`src/rtl/sumrest_seq_ctrl.sv`:
```
// Serial W-bit add/subtract sequencer driving one external 4-bit adder/subtractor, LSB nibble first.
// Optional signed-overflow output enabled by defining SUMREST_SEQ_OVF_EN.
module sumrest_seq_ctrl #(
   parameter int NIBBLES = 4,
   localparam int W  = 4 * NIBBLES,
   localparam int IW = (NIBBLES > 1) ? $clog2(NIBBLES) : 1
) (
   input  logic         clk,
   input  logic         rst,
   input  logic         start,
   input  logic [W-1:0] op_a,
   input  logic [W-1:0] op_b,
   input  logic         sign,
   output logic         busy,
   output logic         done,
   output logic [W-1:0] result,
   output logic         cout,
   output logic [3:0]   nib_a,
   output logic [3:0]   nib_b,
   output logic         nib_sign,
   output logic         nib_cin,
   input  logic [3:0]   nib_sum,
   input  logic         nib_ct
`ifdef SUMREST_SEQ_OVF_EN
   ,
   output logic         ovf
`endif
);

   typedef enum logic [1:0] {IDLE, RUN, DONE} state_t;

   typedef struct packed {
      logic [W-1:0] a;
      logic [W-1:0] b;
      logic         sign;
   } req_t;

   state_t        state, state_nx;
   req_t          req;
   logic [IW-1:0] idx;
   logic          carry;
   logic          last;

   assign last = (idx == IW'(NIBBLES - 1));

   always_ff @(posedge clk) begin
      if (rst) state <= IDLE;
      else     state <= state_nx;
   end

   always_comb begin
      state_nx = state;
      case (state)
         IDLE:    if (start) state_nx = RUN;
         RUN:     if (last)  state_nx = DONE;
         DONE:    state_nx = IDLE;
         default: state_nx = IDLE;
      endcase
   end

   // Datapath is only steered while RUN; otherwise it sees all-zero inputs.
   always_comb begin
      busy     = 1'b0;
      done     = 1'b0;
      nib_a    = 4'h0;
      nib_b    = 4'h0;
      nib_sign = 1'b0;
      nib_cin  = 1'b0;
      case (state)
         RUN: begin
            busy     = 1'b1;
            nib_a    = req.a[4*idx +: 4];
            nib_b    = req.b[4*idx +: 4];
            nib_sign = req.sign;
            nib_cin  = carry;
         end
         DONE:    done = 1'b1;
         default: ;
      endcase
   end

   // Carry is preset to sign so subtraction becomes A + ~B + 1.
   always_ff @(posedge clk) begin
      if (rst) begin
         req    <= '0;
         idx    <= '0;
         carry  <= 1'b0;
         result <= '0;
         cout   <= 1'b0;
      end else begin
         case (state)
            IDLE: if (start) begin
               req   <= '{a: op_a, b: op_b, sign: sign};
               idx   <= '0;
               carry <= sign;
            end
            RUN: begin
               result[4*idx +: 4] <= nib_sum;
               carry              <= nib_ct;
               if (last) begin
                  cout <= nib_ct;
                  idx  <= '0;
               end else begin
                  idx  <= idx + IW'(1);
               end
            end
            default: ;
         endcase
      end
   end

`ifdef SUMREST_SEQ_OVF_EN
   // Carry into the MSB is recovered from the sum bit and the effective operand bits.
   always_ff @(posedge clk) begin
      if (rst)
         ovf <= 1'b0;
      else if (state == RUN && last)
         ovf <= nib_ct ^ (nib_sum[3] ^ nib_a[3] ^ nib_b[3] ^ nib_sign);
   end
`endif

endmodule
```
`config.mk`:
```
export PLATFORM = sky130hd
export DESIGN_NAME = sumrest_seq_ctrl
export DESIGN_NICKNAME = d
export VERILOG_FILES = /design/src/rtl/sumrest_seq_ctrl.sv
export SDC_FILE = /design/constraint.sdc
export NUM_CORES = 1
export LEC_CHECK = 0
export ABC_AREA = 1
export CAP_MARGIN = 20
export CORE_ASPECT_RATIO = 1.5
export CORE_MARGIN = 1
export CORE_UTILIZATION = 35
export DETAILED_ROUTE_END_ITERATION = 7
export SLEW_MARGIN = 25
export SYNTH_ARGS = -nofsm -noshare
export SYNTH_HDL_FRONTEND = slang
export SYNTH_SLANG_ARGS = --single-unit
export TNS_END_PERCENT = 5
```
`constraint.sdc`:
```
create_clock -name clk -period 4 [get_ports clk]
set_input_delay 0.8 -clock clk [delete_from_list [all_inputs] [get_ports clk]]
set_output_delay 0.8 -clock clk [all_outputs]
set_load 0.01 [all_outputs]
```
==> metrics.cfg <==
[run_status]
outcome=completed

[placement]
io_buffers=69
gp_congestion=0.798
dp_hpwl_um=4220

[global_route]
track_usage_pct=16.9
grt-ovfl-total=0
grt_max_degree=36
antenna_found_initial=0
grt_pass1_vias=2160
grt_pass1_wl_um=9990

[setup_path]
worstSetupStartpoint=idx[1]
worst_ep_arrival_time_ns=2.43
end_kind=primary output
crit_type=flip-flop to primary output
ff2ff_path_depth=6
worst-r2r-setup-slack_ns=1.72
cp-start-kind=flip-flop
r2r_end=result[15]
worstSetupEndpoint=nib_b[0]
cp.required_ns=3.20
r2r_start=idx[1]
critPathMaxFanout=13

[clock_tree]
clk_path_buf_depth=2
clockRootBuffer=clkbuf_8
cts_tree=built
post_cts_buffers=0
cts_buffers=5
h-tree-depth=2
cts.clk_slew.worst_paths_ns=0.10
cts_resized=0
postCtsHoldBufs=0
cts.sinks=55
clock_latency_ns=0.31

[sta]
max_freq_mhz=310
final.setup.tns_ns=0
rsz0062_at_grt=false
fin_skew_ns=0.00312
setup_viol=0
maxSlewHeadroom_pct=43.5
fin_crit_ns=3.23
slew_violations=0
finalCritPeriodShare_pct=80.7
tightest_slew_ns=0.847
hold_viol=0

[yosys]
syn-num-nets=389
synthArstFlopShare_pct=0
yosys.cell_types.count=23
yosysSeqAreaShare_pct=45.5
synth_commonest_cells=nor2_1 (106), dfxtp_1 (55), o21ai_0 (47)
synth.most_common_cell=nor2_1
synth_edf_count=0
ys_warn_count=0
ys_top_cells_by_area=dfxtp_1 (46%), nor2_1 (16%), o21ai_0 (9.7%)
synth.avg_cell_area_sq_um=7.07
synthesis.area_sq_um=2420
netlist_instances=342
yosysTopAreaCell=dfxtp_1
synth-seq-cells=55
yosysTopAreaCellShare_pct=45.5
synth_ff_type=dfxtp_1

[min_path]
hp-class=flip-flop to flip-flop

[drt]
via_per_inst=4.82
vias=2307
detail_route.first_pass.iterations=5
drt_iter0_markers=56
post-route-drc-count=0
wl_um=5930
post_drt_wl_per_cell_um=12.4
antenna_left=0

[floorplan]
ios=70
die_w_um=69.9
std_cell_rows=36
core-area_sq_um=6580
die_area_sq_um=7250
fp.dieH_um=104
start_util_pct=36.8

[final_layout]
multi_input_area_sq_um=1160
drive_above_1_share_pct=5.46
syn_to_final_growth_pct=33.8
fin_util_pct=49.2
fin_nets=449
fillers=687
antenna_cells=0
register_area_sq_um=1100

[power]
peakVddDrop_mv=0.176
powerDensity_nw_per_um2=365
power.leakage_nw=1.22

[flow_run]
drv_cap=0

==> through the flow <==
stage	hold WS [ns]	power, mW	cells	worst slack (ns)	cell area [sq um]
final	0.467	1.18	479	0.770	3240
after global routing	0.484	1.24	479	0.562	3240
after CTS	0.470	1.19	479	0.783	3240
after detailed placement	0.455	0.809	471	1.13	3120
after global placement	0.453	0.808	471	1.17	3120
after floorplan	0.439	0.726	342	2.06	2420
==> kinds of logic after synthesis <==
group,Yosys count,synth area share [%]
DFF,55,45.5
buffers and inverters,34,6.67
and+or+nand+nor,170,28.8
AOI/OAI and AO/OA,77,15.9
adders and majority gates,6,3.10
==> registers in the layout (all words and copies together) (netlist names) <==
name and flops:
result 16, idx 2, state 2, req 33, cout 1, carry 1
==> critical path, cell delays in order (launching register included) <==
cell and delay (ns):
dfxtp_1 0.60, clkinv_1 0.46, nor2_1 0.19, o21ai_0 0.09
a21oi_1 0.20, clkdlybuf4s50_1 0.57
==> power by group <==
part           internal, mW  switching (mW)  total [mW]
combinational        0.0901           0.104       0.194
sequential            0.580          0.0206       0.601
clock                 0.203           0.183       0.386
total                 0.873           0.308        1.18
==> how the worst min path moves through the flow <==
stage / startpoint / to / slack (ns) / cells after the start
finish: result[11] / result[11] / 0.47 / 2
CTS: result[13] / result[13] / 0.47 / 2
global placement: req[0] / req[0] / 0.45 / 2
global route: result[8] / result[8] / 0.48 / 2
floorplan: req[0] / req[0] / 0.44 / 2
detailed placement: result[13] / result[13] / 0.46 / 2
==> per-layer routing <==
layer / global-route usage [%] / wire (um)
met1: 19.9 / 2520
met2: 30.6 / 3100
met3: 3.11 / 229
met4: 4.86 / 82
met5: 0 / 0
==> cell type report <==
class	instances	share of cell area, %
Inverter	16	1.86
Clock buffer	6	2.55
Timing Repair Buffer	71	21.8
Clock inverter	2	1.08
Tap cell	76	2.94
Multi-Input combinational cell	253	35.7
Sequential cell	55	34.0
==> placed cells by master, fill, tap and decap left out, types with 2 or more instances in the layout <==
master           count
nor2_1             106
clkdlybuf4s50_1     69
dfxtp_1             55
o21ai_0             47
nand2_1             41
a21oi_1             28
inv_1               12
nand3_1              7
ha_1                 6
clkbuf_8             6
nor2_2               4
nand4_1              4
inv_2                3
nor3_2               2
nor3_1               2
o21ai_1              2
buf_4                2
Note: power is estimated with default switching activity, not from simulation.
